$ cat src/rtl/my_ycbcr_pkg.sv
// video_pkg: shared widths, BT.601 full-range coefficients, offset and pipeline depth for my_ycbcr
package video_pkg;
  localparam int PIX_W = 24;
  localparam int COMP_W = 8;
  localparam int DEPTH = 3;
  typedef logic signed [16:0] coef_t;
  typedef logic signed [18:0] sum_t;
  localparam coef_t K_YR = 17'sd77;
  localparam coef_t K_YG = 17'sd150;
  localparam coef_t K_YB = 17'sd29;
  localparam coef_t K_CBR = -17'sd43;
  localparam coef_t K_CBG = -17'sd85;
  localparam coef_t K_CBB = 17'sd128;
  localparam coef_t K_CRR = 17'sd128;
  localparam coef_t K_CRG = -17'sd107;
  localparam coef_t K_CRB = -17'sd21;
  localparam sum_t OFS = 19'sd128;
  typedef struct packed {
    logic sel;
    logic user;
    logic last;
    logic [PIX_W-1:0] data;
  } beat_t;
endpackage

$ cat src/rtl/my_ycbcr_if.sv
// my_ycbcr_if: AXI4-Stream video bus (tdata/tvalid/tready/tuser/tlast) with master and slave modports
interface my_ycbcr_if;
  import video_pkg::*;
  logic [PIX_W-1:0] tdata;
  logic tvalid;
  logic tready;
  logic tuser;
  logic tlast;
  modport master(output tdata, tvalid, tuser, tlast, input tready);
  modport slave(input tdata, tvalid, tuser, tlast, output tready);
endinterface

$ cat src/rtl/my_ycbcr_lane.sv
// ycbcr_lane: one colour component; ports clk, ce, r/g/b in, q = clamped component out of the sum stage (combinational)
module ycbcr_lane
  import video_pkg::*;
#(
  parameter coef_t KR = 17'sd0,
  parameter coef_t KG = 17'sd0,
  parameter coef_t KB = 17'sd0,
  parameter sum_t BIAS = 19'sd0
) (
  input  logic clk,
  input  logic ce,
  input  logic [COMP_W-1:0] r,
  input  logic [COMP_W-1:0] g,
  input  logic [COMP_W-1:0] b,
  output logic [COMP_W-1:0] q
);
  coef_t pr, pg, pb;
  sum_t s, t;
  always_ff @(posedge clk) begin
    if (ce) begin
      pr <= KR * $signed(17'(r));
      pg <= KG * $signed(17'(g));
      pb <= KB * $signed(17'(b));
      s <= 19'(pr) + 19'(pg) + 19'(pb) + OFS;
    end
  end
  always_comb begin
    t = (s >>> 8) + BIAS;
    q = t[18] ? '0 : (|t[17:8]) ? '1 : t[7:0];
  end
endmodule

$ cat src/rtl/my_ycbcr.sv
// my_ycbcr: 3-stage RGB->YCbCr (or bypass when Sel) AXI4-Stream converter; ports clk, rst, Sel, s_axis_video (slave), m_axis_video (master)
module my_ycbcr
  import video_pkg::*;
(
  input  logic clk,
  input  logic rst,
  input  logic Sel,
  my_ycbcr_if.slave s_axis_video,
  my_ycbcr_if.master m_axis_video
);
  logic ce, v1, v2;
  beat_t b1, b2;
  logic [COMP_W-1:0] y, cb, cr;
  assign ce = !m_axis_video.tvalid || m_axis_video.tready;
  assign s_axis_video.tready = ce;
  ycbcr_lane #(.KR(K_YR), .KG(K_YG), .KB(K_YB), .BIAS(19'sd0)) u_y (
    .clk, .ce, .r(s_axis_video.tdata[23:16]), .g(s_axis_video.tdata[15:8]),
    .b(s_axis_video.tdata[7:0]), .q(y)
  );
  ycbcr_lane #(.KR(K_CBR), .KG(K_CBG), .KB(K_CBB), .BIAS(OFS)) u_cb (
    .clk, .ce, .r(s_axis_video.tdata[23:16]), .g(s_axis_video.tdata[15:8]),
    .b(s_axis_video.tdata[7:0]), .q(cb)
  );
  ycbcr_lane #(.KR(K_CRR), .KG(K_CRG), .KB(K_CRB), .BIAS(OFS)) u_cr (
    .clk, .ce, .r(s_axis_video.tdata[23:16]), .g(s_axis_video.tdata[15:8]),
    .b(s_axis_video.tdata[7:0]), .q(cr)
  );
  always_ff @(posedge clk) begin
    if (rst) begin
      v1 <= 1'b0;
      v2 <= 1'b0;
      m_axis_video.tvalid <= 1'b0;
      m_axis_video.tuser <= 1'b0;
      m_axis_video.tlast <= 1'b0;
      m_axis_video.tdata <= '0;
    end else if (ce) begin
      v1 <= s_axis_video.tvalid;
      b1 <= '{Sel, s_axis_video.tuser, s_axis_video.tlast, s_axis_video.tdata};
      v2 <= v1;
      b2 <= b1;
      m_axis_video.tvalid <= v2;
      m_axis_video.tuser <= b2.user;
      m_axis_video.tlast <= b2.last;
      m_axis_video.tdata <= b2.sel ? b2.data : {y, cb, cr};
    end
  end
endmodule

$ cat src/flat_wrapper.sv
// flat-port wrapper written by rule: the top's interface ports become plain ports
module my_ycbcr_flat import video_pkg::*;
  (clk, rst, Sel, s_axis_video_tdata, s_axis_video_tvalid, s_axis_video_tuser, s_axis_video_tlast, s_axis_video_tready, m_axis_video_tdata, m_axis_video_tvalid, m_axis_video_tuser, m_axis_video_tlast, m_axis_video_tready);
  my_ycbcr_if s_axis_video_i ();
  my_ycbcr_if m_axis_video_i ();
  input  logic clk;
  input  logic rst;
  input  logic Sel;
  input wire logic [$bits(s_axis_video_i.tdata)-1:0] s_axis_video_tdata;
  input wire logic [$bits(s_axis_video_i.tvalid)-1:0] s_axis_video_tvalid;
  input wire logic [$bits(s_axis_video_i.tuser)-1:0] s_axis_video_tuser;
  input wire logic [$bits(s_axis_video_i.tlast)-1:0] s_axis_video_tlast;
  output wire logic [$bits(s_axis_video_i.tready)-1:0] s_axis_video_tready;
  output wire logic [$bits(m_axis_video_i.tdata)-1:0] m_axis_video_tdata;
  output wire logic [$bits(m_axis_video_i.tvalid)-1:0] m_axis_video_tvalid;
  output wire logic [$bits(m_axis_video_i.tuser)-1:0] m_axis_video_tuser;
  output wire logic [$bits(m_axis_video_i.tlast)-1:0] m_axis_video_tlast;
  input wire logic [$bits(m_axis_video_i.tready)-1:0] m_axis_video_tready;
  assign s_axis_video_i.tdata = s_axis_video_tdata;
  assign s_axis_video_i.tvalid = s_axis_video_tvalid;
  assign s_axis_video_i.tuser = s_axis_video_tuser;
  assign s_axis_video_i.tlast = s_axis_video_tlast;
  assign s_axis_video_tready = s_axis_video_i.tready;
  assign m_axis_video_tdata = m_axis_video_i.tdata;
  assign m_axis_video_tvalid = m_axis_video_i.tvalid;
  assign m_axis_video_tuser = m_axis_video_i.tuser;
  assign m_axis_video_tlast = m_axis_video_i.tlast;
  assign m_axis_video_i.tready = m_axis_video_tready;
  my_ycbcr u_core (.clk(clk), .rst(rst), .Sel(Sel), .s_axis_video(s_axis_video_i), .m_axis_video(m_axis_video_i));
endmodule
$ cat config.mk
export PLATFORM = sky130hd
export DESIGN_NAME = my_ycbcr_flat
export DESIGN_NICKNAME = d
export VERILOG_FILES = /design/src/rtl/my_ycbcr_pkg.sv /design/src/rtl/my_ycbcr_if.sv /design/src/rtl/my_ycbcr_lane.sv /design/src/rtl/my_ycbcr.sv /design/src/flat_wrapper.sv
export SDC_FILE = /design/constraint.sdc
export NUM_CORES = 1
export LEC_CHECK = 0
export BUFFER_PORTS_ARGS = -buffer_cell sky130_fd_sc_hd__buf_2
export CAP_MARGIN = 20
export CORE_AREA = 8 8 249 251
export DETAILED_ROUTE_END_ITERATION = 10
export DIE_AREA = 0 0 257 259
export GPL_ROUTABILITY_DRIVEN = 0
export SLEW_MARGIN = 30
export SYNTH_ARGS = -nofsm -noshare
export SYNTH_HDL_FRONTEND = slang
export SYNTH_SLANG_ARGS = --single-unit
$ cat constraint.sdc
create_clock -name clk -period 13.9 [get_ports clk]
set_input_delay 2.78 -clock clk [delete_from_list [all_inputs] [get_ports clk]]
set_output_delay 2.78 -clock clk [all_outputs]
set_load 0.005 [all_outputs]
==> flow_metrics.py <==
metrics = {
    "floorplan": {
        "rows": 89,
        "die_area_sq_um": 66600,
        "die-width_um": 257,
        "ios": 59,
        "start_util": 0.295,
        "coreArea_sq_um": 58200,
        "die_h_um": 259,
    },
    "critical_path": {
        "cp_slowest_cell": "buf_4",
        "worstSetupPathType": "in -> out",
        "slowest_delay_ns": 0.38,
        "cp_num_buf_inv": 4,
        "arrival_ns": 3.87,
        "cp_top_family": "buffers and inverters",
        "ff2ff_setup_slack_ns": 10.36,
        "path_max_fanout": 48,
        "r2r-end": "u_core.u_y.s[16]",
        "cp-start-kind": "input port",
        "critPathCaptureType": "output port",
        "crit_required_ns": 11.12,
        "r2r_start": "u_core.u_cb.pg[2]",
        "cp_cell_sequence": "buf_2 > nor2b_2 > buf_4 > inv_6 > buf_2",
        "cp_common_cell": "buf_2",
        "rr_worst_depth": 12,
    },
    "route": {
        "wl_um": 37200,
        "wl_per_cell_um": 16.1,
        "via_count": 10600,
        "drtIter0Drc": 424,
        "drc": 0,
        "postRouteAntennaNets": 0,
        "via_per_inst": 4.58,
        "dr.pass1.iters": 5,
    },
    "yosys": {
        "synth_area_leader_cell": "edfxtp_1",
        "synth-async-reset-ratio": 0,
        "netlist_top_cells_area": "edfxtp_1 35%, ha_1 26%, fa_1 12%",
        "seq_area_frac_synth": 0.380,
        "yosys_warnings": 0,
        "synth_edf_count": 198,
        "synth-seq-cells": 227,
        "yosysUniqueCellTypes": 60,
        "synthFlopType": "edfxtp_1",
        "syn_nets": 1928,
        "synth_top_cell_area_share": 0.346,
        "netlist_instances": 1445,
        "syn_area_sq_um": 17200,
        "synth.avg_cell_area_sq_um": 11.9,
    },
    "grt": {
        "use_met2": 0.190,
        "busiest_layer": "met2",
        "globalRouteMet1Util": 0.148,
        "grt_overflow": 0,
        "grt_max_degree": 69,
        "grt_pass1_vias": 10900,
        "antenna_found_initial": 3,
        "grt_util_met3": 0.0180,
        "grt_pass1_wl_um": 59800,
        "grt_usage": 0.112,
    },
    "timing": {
        "finalSetupViolCount": 0,
        "finalCritPeriodShare": 0.479,
        "fin_setup_tns_ns": 0,
        "worstMarginPinSlew_ns": 0.883,
        "fin_crit_ns": 6.65,
        "slew_headroom": 0.411,
        "hold_viol_final": 0,
        "skew_ns": 0.0279,
        "rsz0062_at_grt": "false",
        "whs_ns": 0.415,
        "drv_slew": 0,
        "clock.fmax_ghz": 0.150,
        "worst_slack_ns": 7.25,
    },
    "min_path": {
        "holdPathStages": 0,
        "hp-class": "reg -> reg",
        "min_from": "u_core.b1[24]",
        "holdPathEnd": "u_core.b2[24]",
    },
    "power": {
        "p_int_mw": 2.64,
        "powerDensity_nw_per_um2": 232,
        "p_total_mw": 4.49,
        "swShare": 0.412,
        "pwr-share-clk": 0.165,
        "p_switching_mw": 1.85,
        "irDropWorstVdd_mv": 0.232,
        "p_leak_nw": 8.98,
        "combinationalPowerShare": 0.565,
        "seqPwrFrac": 0.269,
    },
    "placement": {
        "hpwl_um": 29700,
        "io_buffers": 58,
        "pre_cts_slack_ns": 6.94,
        "dpl-instance-area_sq_um": 18400,
    },
    "clock_tree": {
        "clk_latency_ns": 0.57,
        "root_buffer": "clkbuf_16",
        "cts_tree": "built",
        "cts_buffers": 27,
        "clock-sinks": 227,
        "cts.path.max_buffers": 3,
        "path_clk_slew_ns": 0.06,
        "post_cts_buffers": 0,
        "htreeDepth": 1,
        "postCtsHoldBufs": 0,
        "cts_resized": 0,
    },
    "outcome": {
        "status": "finished, final reports clean",
    },
    "cells_and_area": {
        "synthToLayoutAreaGrowth_pct": 12.8,
        "drive_gt1_frac": 0.0818,
        "fin_area_sq_um": 19400,
        "final_nets": 2003,
    },
    "flow_run": {
        "cap_violations": 0,
    },
}
==> layout by cell type (no fill, tap or decap), types with 29 or more instances in the layout <==
master / n
ha_1: 353
inv_1: 200
edfxtp_1: 198
fa_1: 99
a21oi_1: 89
nor2_1: 64
xnor2_1: 64
buf_2: 58
nand2_1: 53
o21ai_0: 34
xor2_1: 34
dfxtp_1: 29
==> logic make-up (layout without fill, tap and decap cells) <==
| family | Yosys count | count (layout) | share of synthesized area |
|---|---|---|---|
| XOR/XNOR | 98 | 98 | 0.0500 |
| adder cells (fa/ha/maj) | 452 | 452 | 0.373 |
| buffers and inverters | 218 | 314 | 0.0476 |
| flip-flops | 227 | 227 | 0.380 |
| other | 0 | 1 | 0 |
| AND/OR/NAND/NOR | 200 | 200 | 0.0550 |
| AO/OA/AOI/OAI | 250 | 250 | 0.0949 |
==> worst register-to-register path, stage by stage, from the launching register on <==
cell	delay, ns
edfxtp_1	0.37
inv_1	0.07
fa_1	0.53
inv_1	0.04
ha_1	0.27
o21ai_0	0.19
nand2b_1	0.10
a21oi_1	0.40
a211oi_1	0.19
a211oi_2	0.39
nand4bb_1	0.20
o21ai_0	0.17
or3b_1	0.36
==> cell type report <==
class	instances	area (sq um)
Fill cell	5730	38900
Multi-Input combinational cell	1000	9840
Sequential cell	227	6530
Tap cell	773	967
Inverter	201	759
Clock buffer	32	724
Timing Repair Buffer	63	328
Clock inverter	18	221
Antenna cell	1	2.50
==> power groups by stage <==
stage	clock (mW)	combinational, mW	sequential [mW]
6_report	0.743	2.54	1.21
5_1_grt	0.790	2.89	1.23
4_1_cts	0.765	2.56	1.21
3_5_place_dp	0	2.54	1.23
3_3_place_gp	0	2.48	1.22
2_1_floorplan	0	1.93	1.18
==> worst max-delay path by stage <==
stage,start,to,cells past startpoint
2_1_floorplan,m_axis_video_tready,s_axis_video_tready,3
3_3_place_gp,s_axis_video_tdata[9],u_core.u_cb.pg[16],15
3_5_place_dp,s_axis_video_tdata[9],u_core.u_cb.pg[16],15
4_1_cts,m_axis_video_tready,s_axis_video_tready,5
5_1_grt,m_axis_video_tready,s_axis_video_tready,5
6_report,m_axis_video_tready,s_axis_video_tready,5
==> synth_stat cells, types with 2 or more instances <==
cell and number:
o211ai_1 4, edfxtp_1 198, a41oi_1 2, dfxtp_1 29
xor2_1 34, a21oi_1 89, a21boi_1 2, o21a_1 7
nand2_1 53, o311ai_0 8, or3_1 4, nor2b_1 6
a21o_1 26, ha_1 353, and4_1 2, o21ai_0 34
and2_1 6, inv_1 201, a31oi_1 5, o21bai_1 16
a221oi_1 2, o21ai_1 9, or2_2 5, a41o_1 2
nand3_1 14, nand4_1 3, nor2_1 65, a211oi_1 25
xnor2_1 64, fa_1 99, clkbuf_1 17, and3_1 6
nand2b_1 12, nor4_1 2, nor3_1 16
==> stage by stage <==
stage,utilization,std cells
floorplan,-,1445
global placement,0.316,2264
detailed placement,0.316,2264
CTS,0.333,2314
global route,0.333,2315
finish,0.333,2315
==> metal layers <==
layer	part of all wire	vias up
met5	0.00032	-
met4	0.018	2
met3	0.043	31
met2	0.48	144
met1	0.46	5169
li1	-	5254
==> sequential cells by signal, indices dropped and copies added (netlist names), 6 cells and up <==
register                   flops
u_core.b1                     27
u_core.b2                     27
u_core.m_axis_video.tdata     24
u_core.u_cb.pb                 6
u_core.u_cb.pg                16
u_core.u_cb.pr                16
u_core.u_cb.s                 11
u_core.u_cr.pb                15
u_core.u_cr.pg                17
u_core.u_cr.pr                 6
u_core.u_cr.s                 11
u_core.u_y.pb                 12
u_core.u_y.pg                 12
u_core.u_y.pr                 12
u_core.u_y.s                  10
Note: power is estimated with default switching activity, not from simulation.
